<file path="src/rtl/rr_burst_arbiter_pkg.sv">
// Shared types and helpers for the round-robin burst arbiter.
// Holds the FSM state enum, the wrap-around priority search and the ID width helper.
package rr_burst_arbiter_pkg;

    typedef enum logic {StIdle, StStream} state_e;

    typedef struct packed {
        logic       found;
        logic [4:0] idx;
    } pick_t;

    // Smallest GRANT_ID width able to name every channel.
    function automatic int unsigned id_width(input int unsigned n);
        return (n > 1) ? $clog2(n) : 1;
    endfunction

    // First set bit of vec[n-1:0], searching upward from start and wrapping n-1 -> 0.
    function automatic pick_t first_set(input logic [31:0] vec, input int unsigned start,
                                        input int unsigned n);
        pick_t       res;
        int unsigned j;
        res = '0;
        for (int unsigned k = 0; k < 32; k++) begin
            if (k < n) begin
                j = start + k;
                if (j >= n) begin
                    j = j - n;
                end
                if (!res.found && vec[j[4:0]]) begin
                    res.found = 1'b1;
                    res.idx   = j[4:0];
                end
            end
        end
        return res;
    endfunction

endpackage

</file>
<file path="src/rtl/rr_burst_arbiter_pick.sv">
// Combinational rotate + priority encoder: first requesting channel at or after start_i.
module rr_pick
    import rr_burst_arbiter_pkg::*;
#(
    parameter int unsigned N    = 8,
    parameter int unsigned ID_W = 5
) (
    input  logic [N-1:0]    req_i,
    input  logic [ID_W-1:0] start_i,
    output logic            found_o,
    output logic [ID_W-1:0] index_o
);

    logic [31:0] req_ext;
    pick_t       res;

    always_comb begin
        req_ext          = '0;
        req_ext[N-1:0]   = req_i;
        res              = first_set(req_ext, 32'(start_i), N);
        found_o          = res.found;
        index_o          = ID_W'(res.idx);
    end

endmodule

</file>
<file path="src/rtl/rr_burst_arbiter.sv">
// N-channel FWFT FIFO merger: round-robin or fixed priority, burst limit, hold lock,
// registered data/ID output towards a single sink FIFO.
module rr_burst_arbiter
    import rr_burst_arbiter_pkg::*;
#(
    parameter int unsigned N       = 8,
    parameter int unsigned W       = 32,
    parameter int unsigned BURST_W = 8,
    parameter int unsigned ID_W    = 5
) (
    input  logic               CLK,
    input  logic               RST_N,
    input  logic [N-1:0]       WRITE_REQ,
    input  logic [N-1:0]       HOLD_REQ,
    input  logic [N*W-1:0]     DATA_IN,
    output logic [N-1:0]       READ_GRANT,
    input  logic [N-1:0]       EN_MASK,
    input  logic               MODE,
    input  logic [BURST_W-1:0] BURST_MAX,
    input  logic               READY_OUT,
    output logic               WRITE_OUT,
    output logic [W-1:0]       DATA_OUT,
    output logic [ID_W-1:0]    GRANT_ID,
    output logic               BUSY
);

    if (ID_W < id_width(N)) begin : g_id_w_check
        $error("ID_W too small for N");
    end

    state_e             state_q, state_d;
    logic [ID_W-1:0]    rr_ptr_q, rr_ptr_d;
    logic [ID_W-1:0]    cur_q, cur_d;
    logic [BURST_W-1:0] burst_cnt_q, burst_cnt_d;
    logic               write_q;
    logic [W-1:0]       data_q;
    logic [ID_W-1:0]    grant_id_q;

    logic [N-1:0]    eligible;
    logic [ID_W-1:0] pick_start;
    logic            pick_found;
    logic [ID_W-1:0] pick_idx;

    logic         cur_req, cur_hold, cur_en;
    logic [W-1:0] cur_data;
    logic         limit_hit, last_of_burst, pop, leave;

    assign eligible   = WRITE_REQ & EN_MASK;
    assign pick_start = MODE ? '0 : rr_ptr_q;

    rr_pick #(
        .N    (N),
        .ID_W (ID_W)
    ) u_pick (
        .req_i   (eligible),
        .start_i (pick_start),
        .found_o (pick_found),
        .index_o (pick_idx)
    );

    // Mux the granted channel's controls and FWFT head.
    always_comb begin
        cur_req  = 1'b0;
        cur_hold = 1'b0;
        cur_en   = 1'b0;
        cur_data = '0;
        for (int unsigned i = 0; i < N; i++) begin
            if (cur_q == ID_W'(i)) begin
                cur_req  = WRITE_REQ[i];
                cur_hold = HOLD_REQ[i];
                cur_en   = EN_MASK[i];
                cur_data = DATA_IN[i*W +: W];
            end
        end
    end

    assign limit_hit     = (BURST_MAX != '0) && (burst_cnt_q == BURST_MAX);
    assign pop           = (state_q == StStream) && cur_req && READY_OUT && !limit_hit;
    assign last_of_burst = pop && (({1'b0, burst_cnt_q} + 1'b1) == {1'b0, BURST_MAX});
    assign leave         = !cur_hold && (!cur_req || limit_hit || last_of_burst || !cur_en);

    always_comb begin
        READ_GRANT = '0;
        for (int unsigned i = 0; i < N; i++) begin
            if (pop && (cur_q == ID_W'(i))) begin
                READ_GRANT[i] = 1'b1;
            end
        end
    end

    always_comb begin
        state_d     = state_q;
        rr_ptr_d    = rr_ptr_q;
        cur_d       = cur_q;
        burst_cnt_d = burst_cnt_q;
        unique case (state_q)
            StIdle: begin
                if (pick_found) begin
                    cur_d       = pick_idx;
                    burst_cnt_d = '0;
                    state_d     = StStream;
                end
            end
            StStream: begin
                if (pop && (burst_cnt_q != '1)) begin
                    burst_cnt_d = burst_cnt_q + 1'b1;
                end
                if (leave) begin
                    state_d  = StIdle;
                    // Wrap at N, not at the ID field width.
                    rr_ptr_d = (cur_q == ID_W'(N - 1)) ? '0 : cur_q + 1'b1;
                end
            end
            default: state_d = StIdle;
        endcase
    end

    always_ff @(posedge CLK or negedge RST_N) begin
        if (!RST_N) begin
            state_q     <= StIdle;
            rr_ptr_q    <= '0;
            cur_q       <= '0;
            burst_cnt_q <= '0;
            write_q     <= 1'b0;
            data_q      <= '0;
            grant_id_q  <= '0;
        end else begin
            state_q     <= state_d;
            rr_ptr_q    <= rr_ptr_d;
            cur_q       <= cur_d;
            burst_cnt_q <= burst_cnt_d;
            write_q     <= pop;
            if (pop) begin
                data_q     <= cur_data;
                grant_id_q <= cur_q;
            end
        end
    end

    assign WRITE_OUT = write_q;
    assign DATA_OUT  = data_q;
    assign GRANT_ID  = grant_id_q;
    assign BUSY      = (state_q == StStream);

endmodule

</file>
<file path="config.mk">
export PLATFORM = sky130hd
export DESIGN_NAME = rr_burst_arbiter
export DESIGN_NICKNAME = d
export VERILOG_FILES = /design/src/rtl/rr_burst_arbiter_pkg.sv /design/src/rtl/rr_burst_arbiter_pick.sv /design/src/rtl/rr_burst_arbiter.sv
export SDC_FILE = /design/constraint.sdc
export NUM_CORES = 1
export LEC_CHECK = 0
export CAP_MARGIN = 25
export CORE_MARGIN = 2
export CORE_UTILIZATION = 30
export DETAILED_ROUTE_END_ITERATION = 8
export PLACE_DENSITY = 0.67
export SETUP_SLACK_MARGIN = 0.3
export SYNTH_ARGS = -nofsm -noshare
export SYNTH_HDL_FRONTEND = slang
export SYNTH_HIERARCHICAL = 1
export SYNTH_SLANG_ARGS = --single-unit
</file>
<file path="constraint.sdc">
create_clock -name CLK -period 4.4 [get_ports CLK]
set_clock_uncertainty 0.15 [all_clocks]
set_input_delay 1.1 -clock CLK [delete_from_list [all_inputs] [get_ports CLK]]
set_output_delay 1.1 -clock CLK [all_outputs]
set_load 0.01 [all_outputs]
</file>
==> qor.yml <==
outcome:
  outcome: "completed"
clock_network:
  cts_tree: "built"
  cts_hold_buf: 0
  cts_root_buf: "clkbuf_16"
  cts_sinks: 57
  numCtsBuffers: 9
  clkLatencyLatePin_ns: 0.33
  htree_levels: 3
  clockBufferDepth: 2
  clk_pin_slew_ns: 0.06
synth:
  synth_largest_area_cell: "dfrtp_1"
  async_flop_share_pct: 100
  synth.area.top_cells: "dfrtp_1 21%, a221oi_1 7.7%, nor2b_1 7.3%"
  synthFlopType: "dfrtp_1"
  synth_top_area_share_pct: 21.3
  yosys_warnings: 6
  ys_top_cells_by_count: "86 x nand2_1, 86 x o21ai_0, 78 x nor2b_1"
  ys_seq_elements: 57
  syn_inst: 841
  synth-seq-area-share_pct: 21.3
  synth_edf_count: 0
  syn_area_sq_um: 6690
  synth_cell_type_count: 75
  synth.avg_cell_area_sq_um: 7.95
finish:
  nNetsFinal: 1530
  fin_util_pct: 53.3
  area.growth.synth_to_final_pct: 73.9
  drive_gt1_share_pct: 18.1
  fillers: 2124
floorplan:
  rows: 54
  start_util_pct: 30.7
  die_x_um: 153
  io_pins: 339
  core_sq_um: 21800
  fp.dieH_um: 153
  die-area_sq_um: 23500
sta:
  clock.fmax_mhz: 247
  setup_viol: 0
  rsz0062_at_grt: "false"
  final.setup.tns_ns: 0
  max_slew_margin_pct: 47.2
  tightest_slew_ns: 0.792
  hold_viol: 0
  slew_viol_final: 0
  min_period_over_period_pct: 91.9
  finalCriticalPeriod_ns: 4.05
pwr:
  swShare_pct: 45.8
  clkPwrFrac_pct: 13.1
  internal-power_mw: 3.42
  vdd_drop_max_v: 0.000269
  p_leak_nw: 4.51
  comb_power_share_pct: 73.9
  seqPwrFrac_pct: 13.0
  power_density_nw_per_um2: 543
  power.switching_mw: 2.89
route:
  via_count: 8515
  drc_errors: 0
  drt_first_pass_iters: 5
  drt-total-wl_um: 34400
  ant_nets: 0
  wire_per_inst_um: 22.9
  viasPerCell: 5.65
  drtIter0Drc: 538
critical_path:
  crit_family: "compound AO/OA/AOI/OAI gates"
  crit_path_start_kind: "input pin"
  crit_slowest_cell: "o2111ai_4"
  worst-setup-path-type: "input pin to primary output"
  max_stage_delay_ns: 0.33
  critical_path.cell_chain: "dlygate4sd2_1 -> nor2b_1 -> a2111oi_4 -> o22a_2 -> o2111ai_4 -> buf_12 -> buf_4 -> inv_1 -> and2_1 -> buf_2"
  path_buf_inv: 5
  worstPathArrival_ns: 2.80
  path_max_fanout: 3
  worstPathRequired_ns: 3.15
  endpoint_kind: "primary output"
global_routing:
  antenna_found_initial: 3
  grt_usage_pct: 27.9
  grt_pass1_wl_um: 50400
  grt_max_degree: 46
  grt_pass1_vias: 8631
  overflow: 0
placed_design:
  place_hpwl_um: 27000
  port_buffers: 338
  gp_congestion: 0.897
job:
  cap_violations: 0
hold_path:
  hold_class: "flop to flop"
==> power by group through the flow <==
stage / clock network, mW / logic, mW / registers, mW
2_1_floorplan: 0 / 2.55 / 0.839
3_3_place_gp: 0 / 4.42 / 0.813
3_5_place_dp: 0 / 4.45 / 0.819
4_1_cts: 0.836 / 4.58 / 0.814
5_1_grt: 0.856 / 5.00 / 0.838
6_report: 0.828 / 4.67 / 0.818
==> through the flow <==
step                area, sq um  total power, mW  cells  hold WS, ns  setup WS [ns]
detailed placement        11000             5.27   1474        0.319         -0.514
global placement          11000             5.23   1474        0.312         -0.495
floorplan                  6780             3.39    842        0.309          0.206
CTS                       11500             6.23   1500        0.332          0.303
finish                    11600             6.31   1507        0.327          0.354
global route              11600             6.70   1507        0.350          0.303
==> per-layer routing <==
layer / share of wire [%] / track usage, % / vias to the layer above
met3: 6.2 / 5.39 / 71
met5: 0 / 0 / -
met2: 52 / 52.0 / 356
met1: 37 / 30.6 / 4080
li1: - / - / 4008
met4: 4.4 / 11.9 / 0
==> cell type report <==
cell class	instances	area [sq um]	share of cell area (%)
inverter	22	87.6	0.753
clock inverter	6	105	0.904
multi-input combinational	675	5130	44.1
timing repair buffer	454	4280	36.8
antenna	3	7.51	0.0645
sequential	57	1430	12.3
tap	280	350	3.01
clock buffer	10	239	2.05
==> repair_timing <==
action | 4_1_cts | 5_1_grt
gates resized for setup | 65 | 40
endpoints found under the hold margin | 0 | 0
setup endpoints to repair | 12 | 12
buffers inserted | 10 | 4
pin swaps | 16 | 18
==> kinds of logic (layout without fill, tap and decap cells) <==
family | count (synthesis) | in the layout | share of synthesized area [%]
AOI/OAI and AO/OA | 343 | 343 | 38.3
xor gates and xnor gates | 23 | 23 | 3.01
adders and majority gates | 19 | 19 | 3.55
buffers and inverters | 110 | 492 | 6.98
DFF | 57 | 57 | 21.3
muxes | 18 | 18 | 5.05
other | 1 | 5 | 0.0561
and+or+nand+nor | 270 | 270 | 21.7
==> tightest hold or removal path, stage by stage (launching register included) <==
cell     delay [ns]
dfrtp_1        0.34
nand2_1        0.04
o21ai_0        0.06
==> sequential cells by signal, summed over array words and instances (netlist names) <==
| name | cells |
|---|---|
| BUSY | 1 |
| DATA_OUT | 32 |
| GRANT_ID | 5 |
| WRITE_OUT | 1 |
| burst_cnt_q | 8 |
| cur_q | 5 |
| rr_ptr_q | 5 |
==> final timing paths <==
kind                                          start                        to  depth (start not counted)  slack, ns
max in group asynchronous                     RST_N  DATA_OUT[19]$_DFFE_PN0N_                          2       2.52
min                        DATA_OUT[25]$_DFFE_PN0N_  DATA_OUT[25]$_DFFE_PN0N_                          2       0.33
max                                    WRITE_REQ[2]             READ_GRANT[3]                         10       0.35
max reg2reg                    cur_q[0]$_DFFE_PN0P_   rr_ptr_q[3]$_DFFE_PN0P_                         10       0.77
min reg2reg                DATA_OUT[25]$_DFFE_PN0N_  DATA_OUT[25]$_DFFE_PN0N_                          2       0.33
min in group asynchronous                     RST_N   GRANT_ID[1]$_DFFE_PN0N_                          1       0.71
==> cell usage in the layout (no fill, tap or decap), types with 7 or more instances in the layout <==
master,synthesis,final
ha_1,19,14
nand2b_1,8,7
nor2b_1,78,75
inv_1,21,16
mux4_2,6,8
buf_6,3,7
nand2_1,86,85
a2bb2oi_1,27,27
nand3_1,17,17
buf_4,4,104
o21ai_0,86,85
clkdlybuf4s50_1,0,314
nor2_1,23,20
a32oi_1,34,34
clkbuf_16,0,9
o31ai_1,35,35
buf_2,12,8
nor3_1,8,7
xnor2_1,20,15
nand3b_1,8,8
dfrtp_1,57,54
and2_1,12,12
a21oi_1,29,25
a221oi_1,59,59
Power figures use the tool's default switching activity.
